### src/rtl/acc_core_pkg.sv
// acc_core_pkg -- shared definitions for the multi-cycle accumulator core.
//   state_t        : core sequencing states
//   OP_*           : 4-bit opcodes (inst[8]=0 encoding)
//   field limits   : bit positions of the instruction fields in the 9-bit word
package acc_core_pkg;

   typedef enum logic [2:0] {
      IDLE,
      FETCH,
      EXEC,
      MEM,
      HALT
   } state_t;

   localparam logic [3:0] OP_LDR  = 4'h0;
   localparam logic [3:0] OP_STR  = 4'h1;
   localparam logic [3:0] OP_ADD  = 4'h2;
   localparam logic [3:0] OP_SUB  = 4'h3;
   localparam logic [3:0] OP_AND  = 4'h4;
   localparam logic [3:0] OP_OR   = 4'h5;
   localparam logic [3:0] OP_XOR  = 4'h6;
   localparam logic [3:0] OP_SHL  = 4'h7;
   localparam logic [3:0] OP_SHR  = 4'h8;
   localparam logic [3:0] OP_LDI  = 4'h9;
   localparam logic [3:0] OP_LD   = 4'hA;
   localparam logic [3:0] OP_ST   = 4'hB;
   localparam logic [3:0] OP_CLRO = 4'hC;
   localparam logic [3:0] OP_HALT = 4'hF;

   // Instruction word: [8] branch flag, [7:4] opcode, [3:0] index/immediate,
   // [7:0] branch target when [8] is set.
   localparam int BZ_BIT     = 8;
   localparam int BZ_TGT_MSB = 7;
   localparam int OP_MSB     = 7;
   localparam int OP_LSB     = 4;
   localparam int IDX_MSB    = 3;
   localparam int IDX_LSB    = 0;

endpackage

### src/rtl/acc_alu.sv
// acc_alu -- combinational accumulator ALU.
//   op         : opcode (acc_core_pkg::OP_*)
//   acc        : current accumulator
//   operand    : register-file operand R[i]
//   ovf_in     : current carry/borrow flag
//   shamt      : instruction index field, used as shift amount / immediate
//   result     : new accumulator value (meaningful when writes_acc=1)
//   ovf_out    : new flag value (equals ovf_in except for ADD/SUB/CLRO)
//   writes_acc : opcode updates the accumulator
module acc_alu
   import acc_core_pkg::*;
#(
   parameter int DW = 8
) (
   input  logic [3:0]    op,
   input  logic [DW-1:0] acc,
   input  logic [DW-1:0] operand,
   input  logic          ovf_in,
   input  logic [3:0]    shamt,
   output logic [DW-1:0] result,
   output logic          ovf_out,
   output logic          writes_acc
);

   logic [DW:0] wide;

   // NOTE: every output of a combinational block gets a default before the
   // case, so no path through it can leave a value unassigned and infer a latch.
   always_comb begin
      result     = acc;
      ovf_out    = ovf_in;
      writes_acc = 1'b1;
      wide       = '0;
      case (op)
         OP_LDR: result = operand;
         OP_ADD: begin
            wide    = {1'b0, acc} + {1'b0, operand} + {{DW{1'b0}}, ovf_in};
            result  = wide[DW-1:0];
            ovf_out = wide[DW];
         end
         OP_SUB: begin
            // Top bit of the extended difference is the borrow.
            wide    = {1'b0, acc} - {1'b0, operand} - {{DW{1'b0}}, ovf_in};
            result  = wide[DW-1:0];
            ovf_out = wide[DW];
         end
         OP_AND: result = acc & operand;
         OP_OR:  result = acc | operand;
         OP_XOR: result = acc ^ operand;
         // Shifts by DW or more naturally yield zero.
         OP_SHL: result = acc << shamt;
         OP_SHR: result = acc >> shamt;
         OP_LDI: result = DW'(shamt);
         OP_CLRO: begin
            ovf_out    = 1'b0;
            writes_acc = 1'b0;
         end
         default: writes_acc = 1'b0;   // STR, LD, ST, NOPs, HALT
      endcase
   end

endmodule

### src/rtl/acc_core_mc.sv
// acc_core_mc -- parametrised multi-cycle accumulator core.
//   CLK, RESET_N       : clock (rising edge), asynchronous active-low reset
//   start              : run pulse, honoured in IDLE/HALT only
//   halt, busy         : status (HALT state / FETCH-EXEC-MEM)
//   imem_addr/data     : instruction ROM port, combinational read at pc
//   mem_req/we/addr/wdata/rdata/ack : data memory handshake, any wait states
//   acc_dbg, ovf_dbg   : accumulator and carry/borrow flag
//   cycle_ct, instr_ct : busy cycles / retired instructions, saturating
module acc_core_mc
   import acc_core_pkg::*;
#(
   parameter int DW   = 8,
   parameter int NREG = 16,
   parameter int PCW  = 8,
   parameter int IW   = 9,
   parameter int CW   = 32
) (
   input  logic           CLK,
   input  logic           RESET_N,
   input  logic           start,
   output logic           halt,
   output logic           busy,
   output logic [PCW-1:0] imem_addr,
   input  logic [IW-1:0]  imem_data,
   output logic           mem_req,
   output logic           mem_we,
   output logic [DW-1:0]  mem_addr,
   output logic [DW-1:0]  mem_wdata,
   input  logic [DW-1:0]  mem_rdata,
   input  logic           mem_ack,
   output logic [DW-1:0]  acc_dbg,
   output logic           ovf_dbg,
   output logic [CW-1:0]  cycle_ct,
   output logic [CW-1:0]  instr_ct
);

   localparam int RIW = (NREG > 1) ? $clog2(NREG) : 1;

   state_t         state, state_n;
   logic [PCW-1:0] pc;
   logic [IW-1:0]  ir;
   logic [DW-1:0]  acc;
   logic           ovf;
   logic [DW-1:0]  regs [NREG];

   logic           is_bz, is_mem, idx_ok, retire;
   logic [3:0]     op, idx;
   logic [DW-1:0]  reg_rd, alu_res;
   logic           alu_ovf, alu_wr;

   assign is_bz  = ir[BZ_BIT];
   assign op     = ir[OP_MSB:OP_LSB];
   assign idx    = ir[IDX_MSB:IDX_LSB];
   assign is_mem = !is_bz && (op == OP_LD || op == OP_ST);
   // Indices past the populated file read as zero and drop writes.
   assign idx_ok = 32'(idx) < NREG;
   assign reg_rd = idx_ok ? regs[idx[RIW-1:0]] : '0;

   assign imem_addr = pc;
   assign acc_dbg   = acc;
   assign ovf_dbg   = ovf;

   acc_alu #(.DW(DW)) u_alu (
      .op         (op),
      .acc        (acc),
      .operand    (reg_rd),
      .ovf_in     (ovf),
      .shamt      (idx),
      .result     (alu_res),
      .ovf_out    (alu_ovf),
      .writes_acc (alu_wr)
   );

   // NOTE: state is held in flops written with non-blocking assignments only,
   // so every sequential block samples pre-edge values regardless of order.
   always_ff @(posedge CLK or negedge RESET_N) begin
      if (!RESET_N) state <= IDLE;
      else          state <= state_n;
   end

   always_comb begin
      state_n   = state;
      halt      = 1'b0;
      busy      = 1'b0;
      mem_req   = 1'b0;
      mem_we    = 1'b0;
      mem_addr  = '0;
      mem_wdata = '0;
      retire    = 1'b0;
      unique case (state)
         IDLE: if (start) state_n = FETCH;
         FETCH: begin
            busy    = 1'b1;
            state_n = EXEC;
         end
         EXEC: begin
            busy   = 1'b1;
            retire = !is_mem;
            if (is_bz)                state_n = FETCH;
            else if (is_mem)          state_n = MEM;
            else if (op == OP_HALT)   state_n = HALT;
            else                      state_n = FETCH;
         end
         MEM: begin
            // Address and data come from R[i]/acc, which cannot change while
            // the request is outstanding, so they stay stable until ack.
            busy      = 1'b1;
            mem_req   = 1'b1;
            mem_we    = (op == OP_ST);
            mem_addr  = reg_rd;
            mem_wdata = acc;
            retire    = mem_ack;
            if (mem_ack) state_n = FETCH;
         end
         HALT: begin
            halt = 1'b1;
            if (start) state_n = FETCH;
         end
         default: state_n = IDLE;
      endcase
   end

   always_ff @(posedge CLK or negedge RESET_N) begin
      if (!RESET_N) begin
         pc       <= '0;
         ir       <= '0;
         acc      <= '0;
         ovf      <= 1'b0;
         cycle_ct <= '0;
         instr_ct <= '0;
         // NOTE: the register file must come out of reset cleared, so it is
         // built from resettable flops rather than an unreset RAM array.
         for (int k = 0; k < NREG; k++) regs[k] <= '0;
      end else begin
         if (busy && ~&cycle_ct)   cycle_ct <= cycle_ct + 1'b1;
         if (retire && ~&instr_ct) instr_ct <= instr_ct + 1'b1;
         case (state)
            IDLE, HALT: begin
               if (start) begin
                  pc       <= '0;
                  acc      <= '0;
                  ovf      <= 1'b0;
                  cycle_ct <= '0;
                  instr_ct <= '0;
               end
            end
            FETCH: ir <= imem_data;
            EXEC: begin
               if (is_bz) begin
                  pc <= (acc == '0) ? PCW'(ir[BZ_TGT_MSB:0]) : pc + 1'b1;
               end else if (!is_mem && op != OP_HALT) begin
                  if (alu_wr) acc <= alu_res;
                  ovf <= alu_ovf;
                  if (op == OP_STR && idx_ok) regs[idx[RIW-1:0]] <= acc;
                  pc <= pc + 1'b1;
               end
            end
            MEM: begin
               if (mem_ack) begin
                  if (op == OP_LD) acc <= mem_rdata;
                  pc <= pc + 1'b1;
               end
            end
            default: ;
         endcase
      end
   end

endmodule
### config.mk
export PLATFORM = sky130hd
export DESIGN_NAME = acc_core_mc
export DESIGN_NICKNAME = d
export VERILOG_FILES = /design/src/rtl/acc_core_pkg.sv /design/src/rtl/acc_alu.sv /design/src/rtl/acc_core_mc.sv
export SDC_FILE = /design/constraint.sdc
export NUM_CORES = 1
export LEC_CHECK = 0
export ABC_CLOCK_PERIOD_IN_PS = 5700
export CORE_AREA = 4 4 158 160
export DETAILED_ROUTE_END_ITERATION = 7
export DIE_AREA = 0 0 162 164
export PLACE_DENSITY = 0.77
export RECOVER_POWER = 100
export SLEW_MARGIN = 10
export SYNTH_ARGS = -nofsm -noshare
export SYNTH_HDL_FRONTEND = slang
export SYNTH_SLANG_ARGS = --single-unit
### constraint.sdc
create_clock -name CLK -period 5.7 [get_ports CLK]
set_input_delay 0.855 -clock CLK [delete_from_list [all_inputs] [get_ports CLK]]
set_output_delay 0.855 -clock CLK [all_outputs]
set_load 0.01 [all_outputs]
==> run summary, run 1 <==
status: finished, violations left
failing checks: capacitance limit, slew limit
CTS hold repair buffers: 0
Post-CTS Setup Repair Bufs: 0
cells after synthesis: 1234
first-pass GRT wire length: 56350 um
CP delay by family, top: compound AO/OA/AOI/OAI gates
Lkg Pwr: 6.825 nW
FF/Latch Area: 0.005533 sq mm
final cycle utilization of the critical path: 0.8160
DR iter-0 viols: 859
syn avg cell area: 10.43 sq um
Tot GR Track Use: 0.2638
DRT Pass-1 Iters: 5
crit path from: ir[0]$_DFFE_PN0P_
kind of critical path: reg2reg
setup TNS: 0 ps
Tmin final: 4651 ps
critical path buffer and inverter count: 0
largest net degree at the start of global routing: 140
global-route congestion overflow total: 0
Layout Skew: 12.84 ps
initial antenna violation count: 0
DRT Wirelength: 35190 um
Final Cell Area: 0.01511 sq mm
Layout Nets: 1390
highest metal layer with signal wires: met4
Hold Crit Class: reg2reg
CP arrival: 5050 ps
reg2reg path depth: 11
slowest cell delay on critical path: 940 ps
worst-path cell chain: mux4_2 -> mux2_2 -> o21ai_0 -> ha_1 -> ha_1 -> or3_1 -> o22ai_1 -> o21ai_0 -> xnor2_1 -> nor2_1 -> o41ai_1
Worst Max-Slew Pin Slew: 3433 ps
Slew headroom: -1.289
CTS clk-pin slew, worst paths: 70 ps
fill count: 1879
Combinational Power Share: 0.406
CTS resizes: 0
Synth Cell Area: 0.01287 sq mm
Vias: 10250
Slowest-stage cell, CP: dfrtp_2
Die W: 162 um
Syn-to-layout area delta: 17.36%
commonest non-fill, non-tap cell in the layout: dfrtp_1
P_int: 3.563 mW
WL met2: 16540 um
FFs w/ async S/R, synth: 1.000
Reg2Reg Launch Point: ir[0]$_DFFE_PN0P_
startpoint types: flop
CTS buffer count: 25
met3 routed WL: 2625 um
clock sink count: 221
CP endpoint: ovf_dbg$_DFFE_PN0P_
#FFs+latches synth: 221
Placed Area: 0.01439 sq mm
worst vdd ir: 0.3047 mV
GPL Wtd Cong: 0.9525
Yosys cell types: 68
switching power total: 2.476 mW
Stages on worst setup path: 11
number of I/O pins: 122
pre-CTS WS: 1069 ps
Die Y-Extent: 164 um
reg-to-reg critical path endpoint: ovf_dbg$_DFFE_PN0P_
Hold Fails Final Rpt: 0
post-DR wirelength/cell: 21.06 um
area of the multi-input gates: 0.006892 sq mm
DRT met1 WL: 15180 um
die area: 0.02657 sq mm
Synth Flop Type: dfrtp_1
kind of end point of the critical path: flop
most frequent cells in the layout: dfrtp_1 (219), mux2_2 (130), nor2_1 (110)
Initial Utilization: 0.5501
I/O Buffers: 121
share of cells above drive strength 1: 0.1747
core footprint: 0.02340 sq mm
sequential group share of total power: 0.340
DRC viols: 0
CTS tree: built
Post-DRT Antenna Nets: 0
worst skew pair latency: 530 ps
utilization after layout: 0.6456
vias in the first global route: 10301
post-synthesis sequential area ratio: 0.4296
max_cap viols: 3
Power per Cell Area: 399.7 mW/mm^2
Critical Path RT: 6100 ps
htree depth: 1
drt via density: 6.134
RSZ-0062 raised after global routing: no
worst-path fanout max: 28
placed wire-length estimate: 23980 um
Post-synth EDFFs: 0
Fmax: 215.0 MHz
Clock power frac: 0.254
switching portion of total power: 0.4100
Reg2Reg Setup Slack: 1050 ps
CTS max path bufs: 3
Design Power: 6.038 mW
root buffer cell: clkbuf_16
max-slew violation count: 230
# rows: 56
Synth Warn #: 0
Mapped Nets: 1292
final worst slack: 1049 ps
final setup fails: 0
power groups by stage:
stage	Combinational (mW)	Sequential, mW	Clock (mW)
floorplan	1.78	1.89	0
global placement	2.42	2.07	0
detailed placement	2.45	2.08	0
CTS	2.47	2.05	1.56
global route	2.65	2.09	1.63
finish	2.45	2.06	1.53
state kept, by name, indices dropped and copies added (netlist names):
name       cells
regs         128
ovf_dbg        1
ir             9
acc_dbg        8
imem_addr      8
instr_ct      32
state          3
cycle_ct      32
worst register-to-register path, stage by stage, from the launching register on:
cell and delay, ps:
dfrtp_2 940, mux4_2 610, mux2_2 270, o21ai_0 600, ha_1 430, ha_1 250
or3_1 370, o22ai_1 250, o21ai_0 160, xnor2_1 180, nor2_1 60, o41ai_1 400
worst min-delay path by stage:
stage / startpoint / to / slack, ps / cells past startpoint
after CTS: RESET_N / instr_ct[31]$_DFF_PN0_ / 490 / 1
after global placement: regs[109]$_DFFE_PN0P_ / regs[109]$_DFFE_PN0P_ / 460 / 2
final: regs[108]$_DFFE_PN0P_ / regs[108]$_DFFE_PN0P_ / 500 / 2
after global routing: regs[108]$_DFFE_PN0P_ / regs[108]$_DFFE_PN0P_ / 510 / 2
after detailed placement: regs[109]$_DFFE_PN0P_ / regs[109]$_DFFE_PN0P_ / 480 / 2
after floorplan: regs[104]$_DFFE_PN0P_ / regs[104]$_DFFE_PN0P_ / 440 / 2
per-layer routing:
layer | up-vias | global-route usage
met4 | 0 | 0.06767
met3 | 68 | 0.05295
met5 | - | 0
li1 | 4681 | -
met1 | 5087 | 0.3650
met2 | 414 | 0.4313
stage by stage:
stage | std cells | hold WS, ps
after global placement | 1624 | 461.9
after global routing | 1670 | 512.8
final | 1671 | 496.8
after CTS | 1670 | 488.6
after detailed placement | 1624 | 476.7
after floorplan | 1234 | 444.6
synthesized netlist by cell type (3+ instances only):
cell type / number / area (sq um)
a211oi_1: 11 / 82.58
nor4_1: 19 / 118.9
and2_1: 6 / 37.54
and3_1: 11 / 68.82
nand3_1: 39 / 195.2
ha_1: 33 / 412.9
nor2_1: 110 / 412.9
mux2_2: 131 / 1475
mux2i_1: 36 / 360.4
o221ai_1: 4 / 35.03
o211ai_1: 5 / 37.54
dfrtp_1: 221 / 5530
o32a_1: 3 / 30.03
xor2_1: 6 / 52.55
buf_2: 10 / 50.05
nor3b_1: 9 / 67.56
mux4_2: 36 / 810.8
xnor2_1: 45 / 394.1
o21ai_0: 61 / 305.3
nand4_1: 19 / 118.9
nor2b_1: 12 / 75.07
nor4b_1: 6 / 52.55
or3_1: 16 / 100.1
a21oi_1: 40 / 200.2
nand2b_1: 13 / 81.33
o22ai_1: 6 / 37.54
o21a_1: 7 / 52.55
inv_1: 41 / 153.9
nor3_1: 32 / 160.2
fa_1: 4 / 80.08
clkbuf_1: 54 / 202.7
a21o_1: 8 / 60.06
or2_2: 5 / 31.28
a22oi_1: 11 / 82.58
a311oi_1: 3 / 26.28
and4_1: 7 / 61.31
a2111oi_0: 3 / 26.28
buf_1: 10 / 37.54
nand3b_1: 5 / 37.54
nand2_1: 97 / 364.1
layout make-up:
cell class                      count  share of cell area
Antenna cell                        1           0.0001656
Clock buffer                       36             0.04745
Clock inverter                     10            0.004224
Inverter                           43             0.01068
Multi-Input combinational cell    896              0.4562
Sequential cell                   221              0.3662
Tap cell                          319             0.02642
Timing Repair Buffer              145             0.08870
cells by family (layout without fill, tap and decap cells):
family	after synthesis	after routing	synth area share
other	0	1	0
multiplexers	203	203	0.2056
XOR/XNOR	51	51	0.03470
AO/OA/AOI/OAI	184	184	0.09127
buffers and inverters	117	234	0.03509
adder cells (fa/ha/maj)	37	37	0.03829
flip-flops	221	221	0.4296
AND/OR/NAND/NOR	421	421	0.1655
Note: power is estimated with default switching activity, not from simulation.
==> run 2: changes to the inputs <==
Settings changed: ABC_CLOCK_PERIOD_IN_PS 5700 to 4340.
Clock period 5.7 ns to 4.34 ns, I/O delays scaled along.
==> run 2 against run 1 <==
- the flow still finishes with violations (capacitance limit, slew limit)
- die area unchanged
- via count increased by 1.1%
- register-to-register slack got worse by 820 ps
- core utilization increased by 1.2 points
- setup slack got worse by 850 ps
- critical path type is now reg2out
- largest power group unchanged
- highest routed layer unchanged
==> run summary, run 2 (synthesized netlist as in run 1, its figures left out) <==
status: finished, violations left
failing checks: capacitance limit, slew limit
Hold Crit Class: reg2reg
diode count: 0 (-1)
Largest regs: regs x128, cycle_ct x32, instr_ct x32
placed cell count: 1648 (+1.5%)
Syn-to-layout area delta: 19.58%
commonest non-fill, non-tap cell in the layout: dfrtp_1
setup TNS: 0 ps (unchanged)
Die W: 162 um (unchanged)
first-pass GRT wire length: 57680 um (+2.4%)
worst skew pair latency: 520 ps (about the same)
startpoint types: flop
max-slew violation count: 123 (-47%)
worst vdd ir: 0.3960 mV (+30%)
DR iter-0 viols: 1067 (+24%)
post-DR wirelength/cell: 20.93 um (-0.60%)
Crit path top cell by count: nand2_1
Finished Layout Cells: 1694 (+1.4%)
Tot GR Track Use: 0.2696 (+0.005852)
Fmax: 241.2 MHz
Min Hold Slack: 484.2 ps (-12.66 ps)
Lkg Pwr: 6.963 nW (+2.0%)
Slew headroom: -0.6173 (+0.6715)
CTS hold repair buffers: 0 (unchanged)
share of cells above drive strength 1: 0.1818 (+0.007133)
Critical Path RT: 3690 ps (-2410 ps)
Layout Skew: 13.25 ps (+0.4046 ps)
core footprint: 0.02340 sq mm (unchanged)
Power per Cell Area: 542.8 mW/mm^2 (+36%)
CP arrival: 3490 ps (-1560 ps)
Slowest-stage cell, CP: dfrtp_2
final cycle utilization of the critical path: 0.9553
Worst Max-Slew Pin Slew: 2426 ps (-1007 ps)
kind of end point of the critical path: output port
DRT Pass-1 Iters: 6 (+1)
utilization after layout: 0.6578 (+0.01224)
I/O Buffers: 121 (unchanged)
Tmin final: 4146 ps
CTS tree: built
max reg flops: 128 (unchanged)
Biggest register: regs
RSZ-0062 raised after global routing: no
final worst slack: 194.0 ps (-854.7 ps)
root buffer cell: clkbuf_16
CTS max path bufs: 3 (unchanged)
initial antenna violation count: 0 (unchanged)
final setup fails: 0 (unchanged)
worst-path cell chain: clkbuf_2 -> mux4_2 -> nand2_1 -> nand2_1 -> a21oi_1 -> nor2_1 -> dlygate4sd3_1
vias in the first global route: 10357 (+0.54%)
clock sink count: 221 (unchanged)
most frequent cells in the layout: dfrtp_1 (219), mux2_2 (127), nor2_1 (110)
Reg2Reg Setup Slack: 230 ps (-820 ps)
slowest cell delay on critical path: 730 ps (-210 ps)
number of I/O pins: 122 (unchanged)
max_cap viols: 4 (+1)
# rows: 56 (unchanged)
reg2reg path depth: 10 (-1)
Post-CTS Setup Repair Bufs: 0 (unchanged)
CP endpoint: mem_addr[7]
GPL Wtd Cong: 0.9131 (-4.1%)
die area: 0.02657 sq mm (unchanged)
htree depth: 1 (unchanged)
Die Y-Extent: 164 um (unchanged)
DRC viols: 0 (unchanged)
crit path from: ir[1]$_DFFE_PN0P_
largest net degree at the start of global routing: 94 (-33%)
Hold Fails Final Rpt: 0 (unchanged)
Reg2Reg Launch Point: ir[1]$_DFFE_PN0P_
CTS buffer count: 25 (unchanged)
Initial Utilization: 0.5501 (unchanged)
drt via density: 6.119 (-0.24%)
Vias: 10366 (+1.1%)
pre-CTS WS: 262.1 ps (-807.1 ps)
Post-DRT Antenna Nets: 0 (unchanged)
Hold Crit Depth: 2 (unchanged)
kind of critical path: reg2out
DRT Wirelength: 35460 um (+0.76%)
CTS resizes: 0 (unchanged)
fill count: 1898 (+1.0%)
worst-path fanout max: 20 (-29%)
global-route congestion overflow total: 0 (unchanged)
CTS clk-pin slew, worst paths: 60 ps (about the same)
placed wire-length estimate: 24630 um (+2.7%)
reg-to-reg critical path endpoint: acc_dbg[6]$_DFFE_PN0P_
Layout Nets: 1414 (+1.7%)
## run 2: worst min path at each step
stage / startpoint / slack [ps] / to
after floorplan: RESET_N / 360 / acc_dbg[0]$_DFFE_PN0P_
after global placement: regs[107]$_DFFE_PN0P_ / 470 / regs[107]$_DFFE_PN0P_
after detailed placement: regs[107]$_DFFE_PN0P_ / 470 / regs[107]$_DFFE_PN0P_
after CTS: RESET_N / 170 / instr_ct[29]$_DFF_PN0_
after global routing: regs[99]$_DFFE_PN0P_ / 510 / regs[99]$_DFFE_PN0P_
final: regs[107]$_DFFE_PN0P_ / 480 / regs[107]$_DFFE_PN0P_
## run 2: final cells by class
cell class	instances	area [sq um]	area share
Clock inverter	9	156.4	0.01016
Clock buffer	37	750.7	0.04876
Timing Repair Buffer	169	1501	0.09753
Multi-Input combinational cell	896	6893	0.4477
Inverter	43	161.4	0.01048
Tap cell	319	399.1	0.02593
Sequential cell	221	5533	0.3594
## run 2: critical path: cells and delay by family, from the launching register on
kind	cells	cell delay, ps
DFF	1	730
buffers and inverters	2	1000
AOI/OAI and AO/OA	1	440
and+or+nand+nor	3	280
muxes	1	520
## run 2: metal layers
layer / vias to the layer above / GRT usage / share of wire
met4: 0 / 0.06228 / 0.020
met1: 5175 / 0.3834 / 0.44
met5: - / 0 / 0
met2: 407 / 0.4384 / 0.47
li1: 4729 / - / -
met3: 55 / 0.04617 / 0.071
## run 2: metrics by stage
| step | power (mW) | area, sq um |
|---|---|---|
| CTS | 8.422 | 15490 |
| floorplan | 4.818 | 12870 |
| global placement | 6.079 | 14580 |
| global route | 8.813 | 15390 |
| finish | 8.357 | 15390 |
| detailed placement | 6.114 | 14580 |
## run 2: power by group
group | internal, mW | leakage [nW] | switching, mW | total (mW)
sequential | 2.26 | 3.04 | 0.304 | 2.57
combinational | 1.36 | 3.47 | 2.13 | 3.50
clock | 1.44 | 0.448 | 0.856 | 2.29
==> run 3: changes to the inputs <==
Settings changed: CORE_AREA 4 4 158 160 to 2 2 158 160, DIE_AREA 0 0 162 164 to 0 0 160 162, PLACE_DENSITY 0.77 to 0.76, SYNTH_HIERARCHICAL from default to 1.
==> run 3 against run 2 <==
- the flow still finishes with violations (capacitance limit, slew limit)
- cell count shrank 0.71%
- power shrank 5.8%
- combinational power decreased by 6.3%
- register-to-register slack worse by 150 ps
- die area decreased by 2.4%
- design area is 1.2% higher
- synthesized area rose by 2.3%
==> run summary, run 3 <==
Synth Area in Simple Gates: 0.1521 (-0.01345)
Hold Crit Class: reg2reg
Final Cell Area: 0.01558 sq mm (+1.2%)
root buffer cell: clkbuf_16
switching power total: 3.048 mW (-7.4%)
post-synthesis sequential area ratio: 0.4201 (-0.009513)
CTS hold repair buffers: 0 (unchanged)
number of I/O pins: 122 (unchanged)
final cycle utilization of the critical path: 0.9805 (+0.02523)
most frequent cells in the layout: dfrtp_1 (219), mux2_2 (142), dlygate4sd3_1 (85)
Biggest register: regs
Tmin final: 4255 ps (+109.5 ps)
Hold Fails Final Rpt: 0 (unchanged)
worst vdd ir: 0.3339 mV (-16%)
Reg2Reg Setup Slack: 80 ps (-150 ps)
Synth Warn #: 6 (+6)
Largest regs: regs x128, cycle_ct x32, instr_ct x32
FF/Latch Area: 0.005535 sq mm (about the same)
sequential group share of total power: 0.327 (+0.020)
kind of critical path: reg2reg
Clock power frac: 0.256 (-0.018)
kind of end point of the critical path: flop
placed wire-length estimate: 24850 um (+0.86%)
Combinational Power Share: 0.417 (about the same)
largest net degree at the start of global routing: 121 (+29%)
worst skew pair latency: 510 ps (about the same)
Vias: 10774 (+3.9%)
slowest cell delay on critical path: 540 ps (-190 ps)
Post-Synth Adder-Cell Area: 0.03745 (-0.0008480)
I/O Buffers: 121 (unchanged)
P_int: 4.828 mW (-4.7%)
Post-synth top cells: dfrtp_1 (221), mux2_2 (145), nand2_1 (79), o21ai_0 (63), nor2_1 (60)
Die Y-Extent: 162 um (-1.2%)
Initial Utilization: 0.5461 (-0.003953)
Slowest-stage cell, CP: mux4_2
ranking of synthesized cells by area: dfrtp_1 (42%), mux2_2 (12%), mux4_2 (7.9%), ha_1 (3.1%), o21ai_0 (2.4%)
drt via density: 6.405 (+4.7%)
DR iter-0 viols: 1003 (-6.0%)
DRT Pass-1 Iters: 5 (-1)
final setup fails: 0 (unchanged)
cells after synthesis: 1222 (-0.97%)
Tot GR Track Use: 0.2789 (+0.009302)
Mapped Nets: 1280 (-0.93%)
max reg flops: 128 (unchanged)
Synth Area in Compound Gates: 0.1267 (+0.03542)
Post-DRT Antenna Nets: 0 (unchanged)
# rows: 57 (+1.8%)
switching portion of total power: 0.3870 (-0.006932)
xor and xnor area share after synthesis: 0.007983 (-0.02671)
DRC viols: 0 (unchanged)
clock sink count: 221 (unchanged)
max_cap viols: 5 (+1)
share of cells above drive strength 1: 0.2143 (+0.03247)
Slew headroom: -1.034 (-0.4163)
Fmax: 235.0 MHz (-2.6%)
commonest non-fill, non-tap cell in the layout: dfrtp_1
largest family of logic cells by synthesized area: multiplexers
failing checks: capacitance limit, slew limit
Synth Flop Type: dfrtp_1
Yosys top cell by area: dfrtp_1
Synth Cell Area: 0.01317 sq mm (+2.3%)
Layout Nets: 1404 (-0.71%)
CTS buffer count: 25 (unchanged)
Layout Skew: 10.98 ps (-2.271 ps)
die area: 0.02592 sq mm (-2.4%)
max-slew violation count: 217 (+76%)
worst-path cell chain: clkbuf_4 -> buf_4 -> mux4_2 -> mux4_2 -> inv_1 -> ha_1 -> ha_1 -> or3_1 -> o221a_4 -> a31oi_4 -> xnor2_1 -> a221o_1 -> a31oi_2 -> o21ai_1 -> o21ai_1 -> a32o_1
CTS clk-pin slew, worst paths: 60 ps (about the same)
CTS tree: built
FFs w/ async S/R, synth: 1.000 (unchanged)
status: finished, violations left
CTS max path bufs: 3 (unchanged)
first-pass GRT wire length: 57930 um (+0.44%)
GPL Wtd Cong: 0.9564 (+4.7%)
Die W: 160 um (-1.2%)
Syn-to-layout area delta: 18.38%
mux share of post-synthesis cell area: 0.2179 (+0.01237)
Design Power: 7.875 mW (-5.8%)
startpoint types: flop
initial antenna violation count: 0 (unchanged)
Critical Path RT: 4790 ps (+1100 ps)
area of the multi-input gates: 0.007072 sq mm (+2.6%)
DRT Wirelength: 36540 um (+3.1%)
vias in the first global route: 10392 (+0.34%)
Placed Area: 0.01487 sq mm (+2.0%)
Lkg Pwr: 6.989 nW (+0.37%)
Yosys cell types: 77 (+13%)
Power per Cell Area: 505.3 mW/mm^2 (-6.9%)
core footprint: 0.02411 sq mm (+3.0%)
Yosys top cell area share: 0.4201 (-0.009513)
diode count: 0 (unchanged)
Post-synth EDFFs: 0 (unchanged)
CP arrival: 4700 ps (+1210 ps)
htree depth: 1 (unchanged)
global-route congestion overflow total: 0 (unchanged)
fill count: 1893 (-0.26%)
worst-path fanout max: 5 (-75%)
syn avg cell area: 10.77 sq um (+3.3%)
#FFs+latches synth: 221 (unchanged)
Worst Max-Slew Pin Slew: 3050 ps (+624.4 ps)
post-DR wirelength/cell: 21.72 um (+3.8%)
top-count cell post-synth: dfrtp_1
run 3: changes by cell type after synthesis, moves of 12 or more:
cell,change
or3_1,+12
mux2i_1,-16
nor2_1,-50
nor3_1,-18
nand2_1,-18
and3_1,+12
o31ai_1,+13
mux2_2,+14
or4_1,+14
a21oi_1,+17
xnor2_1,-38
nor4_1,-12
run 3: final timing paths:
check | start | to | cells after the start
max in group asynchronous | RESET_N | ir[0]$_DFFE_PN0P_ | 1
min | regs[63]$_DFFE_PN0P_ | regs[63]$_DFFE_PN0P_ | 1
min in group asynchronous | RESET_N | cycle_ct[27]$_DFF_PN0_ | 1
min reg2reg | regs[63]$_DFFE_PN0P_ | regs[63]$_DFFE_PN0P_ | 1
max reg2reg | ir[0]$_DFFE_PN0P_ | ovf_dbg$_DFFE_PN0P_ | 16
max | ir[0]$_DFFE_PN0P_ | ovf_dbg$_DFFE_PN0P_ | 16
run 3: layer usage:
layer | wire length, um | GRT usage | up-vias
met1 | 15430 | 0.3900 | 5407
met2 | 17080 | 0.4327 | 452
met3 | 2691 | 0.05286 | 85
li1 | - | - | 4830
met5 | 0 | 0 | -
met4 | 1345 | 0.1147 | 0
run 3: critical path, delay by kind of cell (launching register included):
family / cells / cell delay (ps)
mux: 2 / 1040
buf+inv: 3 / 440
simple gates: 1 / 360
xor+xnor: 1 / 80
compound gates: 7 / 1380
fa+ha+maj: 2 / 450
flops: 1 / 430
run 3: repair_timing:
item	4_1_cts	5_1_grt
gates resized for setup	0	12
setup endpoints to repair	0	3
setup buffers	0	7
run 3: metrics by stage:
step	instances	hold WS, ps	setup TNS [ps]	setup slack, ps	utilization
2_1_floorplan	1222	355.4	0	66.19	-
3_3_place_gp	1636	481.8	0	163.1	0.6169
3_5_place_dp	1636	491.4	0	76.56	0.6169
4_1_cts	1675	267.6	0	41.39	0.6484
5_1_grt	1682	520.6	-46.28	-44.15	0.6465
6_report	1682	493.4	0	84.54	0.6465
run 3: logic make-up after synthesis:
kind of cell | count (synthesis)
adders and majority gates | 37
muxes | 211
and+or+nand+nor | 368
DFF | 221
buffers and inverters | 123
AOI/OAI and AO/OA | 250
xor gates and xnor gates | 12
run 3: final cells by class:
class	count	area share
multi-input cells	878	0.4538
flip-flops and latches	221	0.3552
repair buffers	177	0.1061
clock buffers	34	0.04359
well taps	324	0.02601
inverters	43	0.01036
clock inverters	5	0.005058
run 3: power groups by stage:
stage	clock, mW	combinational [mW]	sequential (mW)
floorplan	0	2.17	2.49
global placement	0	3.14	2.62
detailed placement	0	3.18	2.63
CTS	2.04	3.20	2.60
global route	2.13	3.56	2.61
finish	2.02	3.28	2.58
